File: src/rtl/fetch_stage_pkg.sv
// Shared definitions for the fetch front end: FSM state codes, the IF/ID entry layout
// and the bubble value that decode treats as a no-op.
package fetch_stage_pkg;

   localparam logic [1:0]  ST_LOAD  = 2'b00;
   localparam logic [1:0]  ST_RUN   = 2'b01;
   localparam logic [1:0]  ST_HALT  = 2'b10;

   localparam logic [31:0] NOP_WORD = 32'h0000_0000;

   typedef struct packed {
      logic        valid;
      logic [31:0] instr;
      logic [31:0] pc_plus4;
   } ifid_t;

   localparam ifid_t IFID_BUBBLE = '{valid: 1'b0, instr: NOP_WORD, pc_plus4: 32'h0};

   // Branch targets are byte addresses; fetch only ever issues word-aligned addresses.
   function automatic logic [31:0] word_align(input logic [31:0] addr);
      return addr & ~32'h3;
   endfunction

endpackage

File: src/rtl/fetch_stage_ifid_reg.sv
// IF/ID pipeline register. Bubble wins over hold, hold wins over capture.
module ifid_reg
   import fetch_stage_pkg::*;
(
   input  logic  clk,
   input  logic  rst_ni,
   input  logic  hold_i,
   input  logic  bubble_i,
   input  ifid_t entry_i,
   output ifid_t entry_o
);

   ifid_t entry_q;
   ifid_t entry_d;

   always_comb begin
      entry_d = entry_q;
      if (bubble_i) begin
         entry_d = IFID_BUBBLE;
      end else if (!hold_i) begin
         entry_d = entry_i;
      end
   end

   always_ff @(posedge clk or negedge rst_ni) begin
      if (!rst_ni) begin
         entry_q <= IFID_BUBBLE;
      end else begin
         entry_q <= entry_d;
      end
   end

   assign entry_o = entry_q;

endmodule

File: src/rtl/fetch_stage.sv
// Instruction-fetch front end: loads a program into instruction memory, then fetches
// one word per cycle into IF/ID until a HALT word is captured.
module fetch_stage
   import fetch_stage_pkg::*;
#(
   parameter logic [31:0] RESET_PC   = 32'h0000_0000,
   parameter int unsigned IMEM_WORDS = 256,
   parameter logic [31:0] HALT_WORD  = 32'hFFFF_FFFF
) (
   input  logic        clk,
   input  logic        resetN,
   input  logic        loadValid,
   output logic        loadReady,
   input  logic [31:0] loadWord,
   input  logic        loadLast,
   output logic [31:0] instrAddr,
   output logic [31:0] instrWriteData,
   output logic        instrWrite,
   output logic        instrRead,
   input  logic [31:0] instrData,
   input  logic        stall,
   input  logic        flush,
   input  logic        branchTaken,
   input  logic [31:0] branchTarget,
   output logic        ifidValid,
   output logic [31:0] ifidInstr,
   output logic [31:0] ifidPcPlus4,
   output logic        running,
   output logic        halted,
   output logic [15:0] cycleCount
);

   localparam int unsigned      IDX_W    = $clog2(IMEM_WORDS + 1);
   localparam logic [IDX_W-1:0] LAST_IDX = IDX_W'(IMEM_WORDS - 1);

   logic [1:0]       state_q, state_d;
   logic [31:0]      pc_q, pc_d;
   logic [IDX_W-1:0] load_idx_q, load_idx_d;
   logic [15:0]      cycle_q, cycle_d;

   logic  ifid_hold;
   logic  ifid_bubble;
   ifid_t ifid_in;
   ifid_t ifid_out;
   logic  load_accept;
   logic  halt_seen;

   assign load_accept = (state_q == ST_LOAD) && loadValid;
   assign halt_seen   = (instrData == HALT_WORD);

   always_comb begin
      state_d     = state_q;
      pc_d        = pc_q;
      load_idx_d  = load_idx_q;
      cycle_d     = cycle_q;
      ifid_hold   = 1'b0;
      ifid_bubble = 1'b1;
      ifid_in     = '{valid: 1'b1, instr: instrData, pc_plus4: pc_q + 32'd4};
      case (state_q)
         ST_LOAD: begin
            if (load_accept) begin
               load_idx_d = load_idx_q + IDX_W'(1);
               if (loadLast || (load_idx_q == LAST_IDX)) begin
                  state_d = ST_RUN;
                  pc_d    = RESET_PC;
               end
            end
         end
         ST_RUN: begin
            cycle_d = cycle_q + 16'd1;
            if (branchTaken) begin
               pc_d = word_align(branchTarget);
            end else if (stall) begin
               ifid_hold   = 1'b1;
               ifid_bubble = flush;
            end else begin
               ifid_bubble = flush;
               // The PC stays parked on a captured HALT word so it remains visible afterwards.
               if (!flush && halt_seen) begin
                  state_d = ST_HALT;
               end else begin
                  pc_d = pc_q + 32'd4;
               end
            end
         end
         default: ;
      endcase
   end

   always_ff @(posedge clk or negedge resetN) begin
      if (!resetN) begin
         state_q    <= ST_LOAD;
         pc_q       <= RESET_PC;
         load_idx_q <= '0;
         cycle_q    <= '0;
      end else begin
         state_q    <= state_d;
         pc_q       <= pc_d;
         load_idx_q <= load_idx_d;
         cycle_q    <= cycle_d;
      end
   end

   ifid_reg u_ifid (
      .clk      (clk),
      .rst_ni   (resetN),
      .hold_i   (ifid_hold),
      .bubble_i (ifid_bubble),
      .entry_i  (ifid_in),
      .entry_o  (ifid_out)
   );

   always_comb begin
      instrAddr      = pc_q;
      instrWriteData = 32'h0;
      instrWrite     = 1'b0;
      if (state_q == ST_LOAD) begin
         instrAddr      = 32'(load_idx_q) << 2;
         instrWriteData = loadWord;
         instrWrite     = load_accept;
      end
   end

   assign instrRead   = (state_q == ST_RUN);
   assign loadReady   = (state_q == ST_LOAD);
   assign running     = (state_q == ST_RUN);
   assign halted      = (state_q == ST_HALT);
   assign cycleCount  = cycle_q;
   assign ifidValid   = ifid_out.valid;
   assign ifidInstr   = ifid_out.instr;
   assign ifidPcPlus4 = ifid_out.pc_plus4;

endmodule

File: config.mk
export PLATFORM = sky130hd
export DESIGN_NAME = fetch_stage
export DESIGN_NICKNAME = d
export VERILOG_FILES = /design/src/rtl/fetch_stage_pkg.sv /design/src/rtl/fetch_stage_ifid_reg.sv /design/src/rtl/fetch_stage.sv
export SDC_FILE = /design/constraint.sdc
export NUM_CORES = 1
export LEC_CHECK = 0
export BUFFER_PORTS_ARGS = -buffer_cell sky130_fd_sc_hd__buf_4
export CELL_PAD_IN_SITES_DETAIL_PLACEMENT = 1
export CELL_PAD_IN_SITES_GLOBAL_PLACEMENT = 2
export CORE_UTILIZATION = 29
export DETAILED_ROUTE_END_ITERATION = 16
export PLACE_DENSITY = 0.79
export RECOVER_POWER = 25
export SYNTH_ARGS = -nofsm -noshare
export SYNTH_HDL_FRONTEND = slang
export SYNTH_SLANG_ARGS = --single-unit
export TNS_END_PERCENT = 30
File: constraint.sdc
create_clock -name clk -period 2.6 [get_ports clk]
set_input_delay 0.26 -clock clk [delete_from_list [all_inputs] [get_ports clk]]
set_output_delay 0.26 -clock clk [all_outputs]
set_load 0.005 [all_outputs]
### Word-level counts from Yosys, hierarchy flattened

Cells that the tools add are included.
W data, S select, Z words.

| storage, ports and cells | value |
|---|---|
| register bits after elaboration | 124 |
| output and inout bits | 150 |
| word-level logic and storage cells | 53 |

| operators by class | value |
|---|---|
| $add $sub $neg | 3 |
| equal/unequal tests | 12 |
| multiplexer cells | 22 |
| reduce and logical (&&, ||, !) cells | 9 |

Operators with widths:

| cell | number |
|---|---|
| $mux W32 | 7 |
| $mux W65 | 2 |
| $pmux W32 S2 | 1 |
| $add A32 B3 Y32 const B | 1 |
| $eq A32 B32 Y1 const B | 1 |
| $add A16 B1 Y16 const B | 1 |
| $mux W2 | 5 |
| $add A9 B1 Y9 const B | 1 |
| $eq A9 B8 Y1 const B | 1 |
| $mux W1 | 6 |
| $ne A2 B1 Y1 const B | 3 |
| $ne A2 B2 Y1 const B | 3 |
| $reduce_and A6 Y1 | 1 |
| $reduce_and A5 Y1 | 1 |
| $pmux W2 S2 | 1 |
| $ne A3 B2 Y1 const B | 1 |
| $ne A3 B3 Y1 const B | 1 |
| $eq A2 B1 Y1 const B | 1 |
| $eq A2 B2 Y1 const B | 1 |
| $logic_and A1 B1 Y1 | 2 |
| $logic_not A2 Y1 | 1 |
| $reduce_and A2 Y1 | 1 |
| $reduce_bool A2 Y1 | 1 |
| $logic_not A1 Y1 | 1 |
| $logic_or A1 B1 Y1 | 1 |

### Depth between registers and ports, before layout

Gate-level depths: netlist of run 1.

| depth | value |
|---|---|
| depth after elaboration | 6 |
| depth in mapped cells | 11 |
| mapped depth without buffers | 10 |

### By module

From an unflattened synthesis of run 1, not the netlist that was laid out.

| second synthesis, totals | value |
|---|---|
| cells, all modules | 675 |
| area, all modules | 6717.7 µm² |

By module, submodules not included:

| module | instances | cells an instance | area each (µm²) | seq. area each (µm²) |
|---|---|---|---|---|
| fetch_stage | 1 | 466 | 4050.1 | 1426.4 |
| ifid_reg | 1 | 209 | 2667.6 | 1626.6 |

### Worst setup path before layout of run 1

Ideal clock, no wire load.

| timing path | value |
|---|---|
| kind | flip-flop to flip-flop |
| start point | register pc_q[2] |
| end point | register u_ifid.entry_q, in the netlist u_ifid.entry_o[20] |
| arrival time | 2.173 ns |
| required time | 2.501 ns |
| slack | 0.328 ns |
| stages on the path, launching flop included | 7 |
| path buffers | 1 |
| clock period less this slack | 2.272 ns |
| path through | dfrtp_1 -> ha_1 -> nand3_1 -> or4_1 -> buf_2 -> or4_1 -> a311oi_1 |

| on the way | value |
|---|---|
| longest elaborated chain between the ends | 3 |

RTL lines:

| item | RTL line | RTL |
|---|---|---|
| start, declared | fetch_stage.sv:37 | `logic [31:0] pc_q, pc_d;` |
| start signal, assigned | fetch_stage.sv:98 | `pc_q <= pc_d;` |
| $add A32 B3 Y32 | fetch_stage.sv:58 | `ifid_in = '{valid: 1'b1, instr: instrData, pc_plus4: pc_q + 32'd4};` |
| $mux W65 | fetch_stage_ifid_reg.sv:20 | `end else if (!hold_i) begin` |
| $mux W65 | fetch_stage_ifid_reg.sv:18 | `if (bubble_i) begin` |
| end signal, assigned | fetch_stage_ifid_reg.sv:29 | `entry_q <= entry_d;` |
| end, declared | fetch_stage_ifid_reg.sv:13 | `ifid_t entry_q;` |

No other way between the ends. The select of a mux whose other input is x is not followed.
A chain may end at the register's enable or synchronous reset.

### Final worst setup path of run 1

| timing path | value |
|---|---|
| start point | register state_q[1] |
| end point | register pc_q[23] |

| on the way | value |
|---|---|
| longest elaborated chain between the ends | 4 |
| elaborated cells between the ends (all ways) | 10 |
| those cells by class | eq/ne: 5; mux: 1; reduce/logical: 4 |

RTL lines:

| item | RTL line | RTL |
|---|---|---|
| start, declared | fetch_stage.sv:36 | `logic [1:0] state_q, state_d;` |
| start signal, assigned | fetch_stage.sv:97 | `state_q <= state_d;` |
| $logic_not A2 Y1 | fetch_stage.sv:48, fetch_stage.sv:59 |  |
| $logic_and A1 B1 Y1 | fetch_stage.sv:48 | `assign load_accept = (state_q == ST_LOAD) && loadValid;` |
| $ne A2 B1 Y1 (no source line) | -- |  |
| $reduce_and A5 Y1 (no source line) | -- |  |

Parallel ways exist; a longest one is shown, timed or not.

==> run summary, run 1 <==
Hold Path Depth - 3
Largest stage delay, worst path - 0.74 ns
Total Negative Setup Slacks - 0 ns
Reg2reg path depth - 5
P per Cell Area - 596 mW/mm²
Drt pass-1 iters - 4
First-pass GRT wire length - 35000 µm
Final count of pins violating max slew - 0
Max VDD drop - 0.000412 V
Antenna viol nets, final - 0
Placed Cells - 1200
Async S/R FF share, synth - 100%
Commonest non-fill, non-tap cells in the layout - buf_4 (231), dfrtp_1 (120), nor2_1 (62)
Chip height - 152 µm
Worst Path Buf+Inv - 0
Max_cap viols - 0
Most common cell after layout, fill and taps aside - buf_4
Routability cong. - 0.827
Row count - 54
Initial antenna violation count - 0
Layout cell share with drive strength beyond 1 - 33.4%
Largest net degree at the start of global routing - 55
HP Start - instrData[20]
DRC viols - 0
Reg2Reg Setup Slack - 0.21 ns
Vias - 6109
Clock Latency Late Sink - 0.41 ns
Slew HR - 25.7%
Number of antenna diodes - 0
Core area - 0.0219 mm²
Num CTS Buffers - 17
Area grow syn2layout - 45.0%
Cell family with most CP delay - simple AND/OR/NAND/NOR gates
Ys Warns - 0
Routed WL - 22500 µm
Final Hold Vio Count - 0
CP arrival - 2.68 ns
Critical-path top delay cell - or4b_2
# setup viols final - 0
Final #Nets - 1048
Leak - 0.00449 µW
Outcome - completed
Post-route cell area - 0.00941 mm²
Number of clock sinks - 120
Unique masters post-synth - 56
Slew @ Worst Pin - 1.11 ns
Register area share after synthesis - 46.3%
Unrepaired setup endpoints after global routing - no
Average vias per placed instance - 4.95
H-tree depth - 4
Worst Setup End Kind - register
Synth Cell Area - 0.00649 mm²
CTS tree - yes
Total gr overflow - 0
Clock root buffer master - clkbuf_16
Post-Route Utilization - 43.0%
Tcrit/Tclk final - 91.9%
Clock skew - 0.0109 ns
Routed len/inst - 18.3 µm
CP required - 2.89 ns
Clk buf depth - 2
Critical-path cell list - or4b_2 > nor3_1 > nand3_1 > and3_1 > a32o_1
I/O pins - 253
Vias in the first global route - 6180
Input/output buffers - 246
Post-synth EDFFs - 0
GRT Total Usage - 20.0%
Ys flop type - dfrtp_1
Tmin final - 2.39 ns
Peak Freq - 418 MHz
Fillers - 2534
Die width - 152 µm
Mean Syn Cell Area - 9.57 µm²
Critical Path Start Type - register
Hold/Removal Path Class - in2reg
#FFs+latches synth - 120
Reg2reg start - state_q[1]
Drt initial violations - 195
Dpl cell area - 0.00882 mm²
Reg2reg end - pc_q[23]
DPL Wire Length - 17100 µm
Critical path class - reg2reg
Final cell count without fillers - 1234
Die area - 0.0230 mm²
Crit path max fanout - 8
Mapped Cells - 678
Clk slew on worst S/H paths - 0.06 ns
Starting density of the core - 29.6%
Endpoint, Worst Hold - u_ifid.entry_o[52]
kinds of logic (layout without fill, tap and decap cells):
logic type / after synthesis / after routing / synth area share (%)
and+or+nand+nor: 284 / 284 / 23.2
DFF: 120 / 120 / 46.3
AOI/OAI and AO/OA: 118 / 118 / 12.2
buffers and inverters: 60 / 333 / 3.99
muxes: 50 / 50 / 7.89
xor gates and xnor gates: 41 / 41 / 5.53
adders and majority gates: 4 / 4 / 0.771
other: 1 / 4 / 0.0578
per-stage QoR:
stage | setup WS, ns | hold WS [ns] | power (µW)
floorplan | 0.328 | -0.0356 | 2500
global placement | 0.187 | 0.292 | 3020
detailed placement | 0.166 | 0.297 | 3040
CTS | 0.135 | 0.0910 | 5700
global route | 0.0247 | 0.0963 | 5860
finish | 0.210 | 0.101 | 5610
synthesized netlist by cell type, drive strengths merged, types with 3 or more instances:
cell type	number	area, µm²
nand2	55	206
nand2b	11	68.8
o31ai	8	60.1
o21ai	31	155
inv	12	45.0
ha	4	50.1
a21oi	25	125
or3b	4	35.0
xnor2	21	184
mux2i	41	410
nor2b	19	119
a22o	7	61.3
nor3	16	80.1
nand4	19	134
and2	33	206
mux2	9	101
a211oi	3	22.5
buf	18	98.9
dfrtp	120	3000
nor2	64	240
or4	5	45.0
nand4b	3	26.3
and4	5	43.8
o21a	5	37.5
a32o	3	30.0
clkbuf	29	111
xor2	20	175
o211a	4	40.0
o2bb2ai	14	123
o211ai	4	30.0
nand3	27	148
and3	9	56.3
a31oi	4	25.0
nor4	8	50.1
final cells by class:
cell class / instances / area [µm²] / area share (%)
Inverter: 13 / 48.8 / 0.519
Tap cell: 280 / 350 / 3.72
Clock buffer: 20 / 457 / 4.86
Multi-Input combinational cell: 501 / 3250 / 34.6
Sequential cell: 120 / 3000 / 31.9
Clock inverter: 12 / 198 / 2.10
Timing Repair Buffer: 288 / 2100 / 22.3
state kept, by name, indices dropped and copies added (netlist names):
name	flops
state_q	2
u_ifid.entry_o	63
pc_q	30
cycleCount	16
load_idx_q	9
power breakdown:
part           leakage, µW  switching, µW  total [µW]  internal, µW
registers          0.00156            132        2100          1970
logic              0.00262            438         882           443
clock network     0.000316            878        2630          1750
metal layers:
metal	vias to the layer above	global-route usage [%]	share of wire (%)
li1	2912	-	-
met1	2952	27.2	45
met2	227	31.1	45
met3	18	5.69	8.9
met4	0	5.10	1.7
met5	-	0	0
worst max-delay path by stage:
stage                              from            endpoint  slack (ns)  cells after the start
after floorplan                 pc_q[2]  u_ifid.entry_o[20]        0.33                      6
after global placement    load_idx_q[0]             pc_q[6]        0.19                     11
after detailed placement  load_idx_q[0]             pc_q[6]        0.17                     11
after CTS                 load_idx_q[0]             pc_q[6]        0.14                     11
after global routing      load_idx_q[0]             pc_q[6]        0.02                     11
final                        state_q[1]            pc_q[23]        0.21                      5
repair_timing:
action / 4_1_cts / 5_1_grt
endpoints found under the setup margin: 0 / 24
hold buffers: 1 / 0
hold endpoints to repair: 39 / 0
resized for setup: 0 / 2
setup buffers: 0 / 1
worst min-delay path, cell delays in order:
cell and delay [ns]:
buf_4 0.08, mux2i_1 0.05, nor2_1 0.07
Note: power is estimated with default switching activity, not from simulation.
==> inputs of run 2 (changes only) <==
- PLACE_DENSITY: 0.79 -> 0.84
==> run summary, run 2 (synthesized netlist as in run 1, its figures left out) <==
CP arrival - 2.74 ns
Worst Setup End Kind - register
Vias - 6115
Leak - 0.00453 µW
Input/output buffers - 246
Die width - 152 µm
Vias in the first global route - 6223
Clock Latency Late Sink - 0.42 ns
Critical Path Start Type - register
Most common cell after layout, fill and taps aside - buf_4
Clock skew - 0.00928 ns
Fillers - 2546
Unrepaired setup endpoints after global routing - no
Clk slew on worst S/H paths - 0.06 ns
Reg2reg start - pc_q[3]
Chip height - 152 µm
Largest net degree at the start of global routing - 55
Net Sw Frac - 26.5%
Worst Path Buf+Inv - 0
Routed len/inst - 18.5 µm
Outcome - completed
Area grow syn2layout - 44.7%
Post-Route Utilization - 42.9%
Largest stage delay, worst path - 0.71 ns
Total Negative Setup Slacks - 0 ns
Tcrit/Tclk final - 93.8%
Initial antenna violation count - 0
GRT Total Usage - 20.1%
Core area - 0.0219 mm²
Flop pwr share - 39.4%
I/O pins - 253
Critical-path cell list - ha_1 > nand3_1 > or4_1 > o31ai_1 > o311ai_0 > a32o_1
Slew HR - 5.63%
Switching power - 1420 µW
Critical path class - reg2reg
Critical-path top delay cell - or4_1
Antenna viol nets, final - 0
# setup viols final - 0
Total gr overflow - 0
Final count of pins violating max slew - 0
Power share of the clock group - 44.4%
Final Hold Vio Count - 0
H-tree depth - 4
CP required - 2.90 ns
Number of clock sinks - 120
Clk buf depth - 2
Place WS - 0.167 ns
Starting density of the core - 29.6%
Logic pwr share - 16.2%
Number of antenna diodes - 0
Drt initial violations - 193
Row count - 54
Commonest non-fill, non-tap cells in the layout - buf_4 (275), dfrtp_1 (120), nor2_1 (63)
CTS tree - yes
Setup ws final - 0.161 ns
Crit path max fanout - 7
HP Start - instrData[5]
Hold/Removal Path Class - in2reg
Peak Freq - 410 MHz
Layout cell share with drive strength beyond 1 - 34.8%
First-pass GRT wire length - 34900 µm
DRC viols - 0
Routed WL - 22600 µm
Slew @ Worst Pin - 1.42 ns
DPL Wire Length - 16900 µm
P per Cell Area - 570 mW/mm²
Routability cong. - 0.810
Clock root buffer master - clkbuf_16
Cell Int Power - 3940 µW
Average vias per placed instance - 4.99
Beginning of the critical path - pc_q[3]
Max reg flops - 63
Max_cap viols - 0
Num CTS Buffers - 17
Final #Nets - 1042
Cell family with most CP delay - compound AO/OA/AOI/OAI gates
Drt pass-1 iters - 4
Max VDD drop - 0.000375 V
Die area - 0.0230 mm²
Tmin final - 2.44 ns
run 2: cell types whose count changed in the layout (fill, tap and decap cells not counted), sizes merged:
cell | previous run | this run
clkbuf | 75 | 26
bufinv | 5 | 2
clkinv | 6 | 3
buf | 232 | 278
clkinvlp | 2 | 3
run 2: cell type report:
class	instances	area (µm²)	area share (%)
sequential	120	3000	32.0
clock inverter	7	92.6	0.986
inverter	13	48.8	0.520
timing repair buffer	282	2150	22.9
clock buffer	23	498	5.30
multi-input combinational	501	3250	34.6
tap	280	350	3.73
run 2: worst register-to-register path, cell delays in order (launching register included):
cell      delay, ns
dfrtp_1        0.40
ha_1           0.25
nand3_1        0.11
or4_1          0.71
o31ai_1        0.39
o311ai_0       0.19
a32o_1         0.28
run 2: power by group through the flow:
stage          Sequential (µW)  Clock [µW]  Combinational (µW)
2_1_floorplan             2090           0                 409
3_3_place_gp              2130           0                 868
3_5_place_dp              2140           0                 878
4_1_cts                   2110        2430                 884
5_1_grt                   2120        2510                 958
6_report                  2110        2380                 870
run 2: what timing repair did:
| action | in CTS | in global routing |
|---|---|---|
| setup buffers | 0 | 1 |
| resized for setup | 0 | 2 |
| endpoints found under the setup margin | 0 | 16 |
| hold buffers | 1 | 0 |
| endpoints found under the hold margin | 21 | 0 |
run 2: routing by layer:
layer / GRT usage [%] / routed length, µm
met5: 0 / 0
met3: 6.17 / 2170
met2: 31.5 / 10400
met4: 6.29 / 388
met1: 26.4 / 9720
run 2: final timing paths:
check,to,slack [ns],cells past startpoint
max,pc_q[20],0.16,6
min,u_ifid.entry_o[37],0.09,3
min in group asynchronous,u_ifid.entry_o[54],0.69,2
max reg2reg,pc_q[20],0.16,6
min reg2reg,cycleCount[15],0.48,1
max in group asynchronous,cycleCount[15],0.58,3
run 2: through the flow:
step	area, µm²	instances	hold slack, ns	total power [µW]
after detailed placement	8790	1194	0.192	3010
final	9390	1226	0.0866	5350
after global placement	8790	1194	0.190	3000
after CTS	9390	1225	0.0751	5420
after floorplan	6500	681	-0.0356	2500
after global routing	9390	1226	0.0926	5590
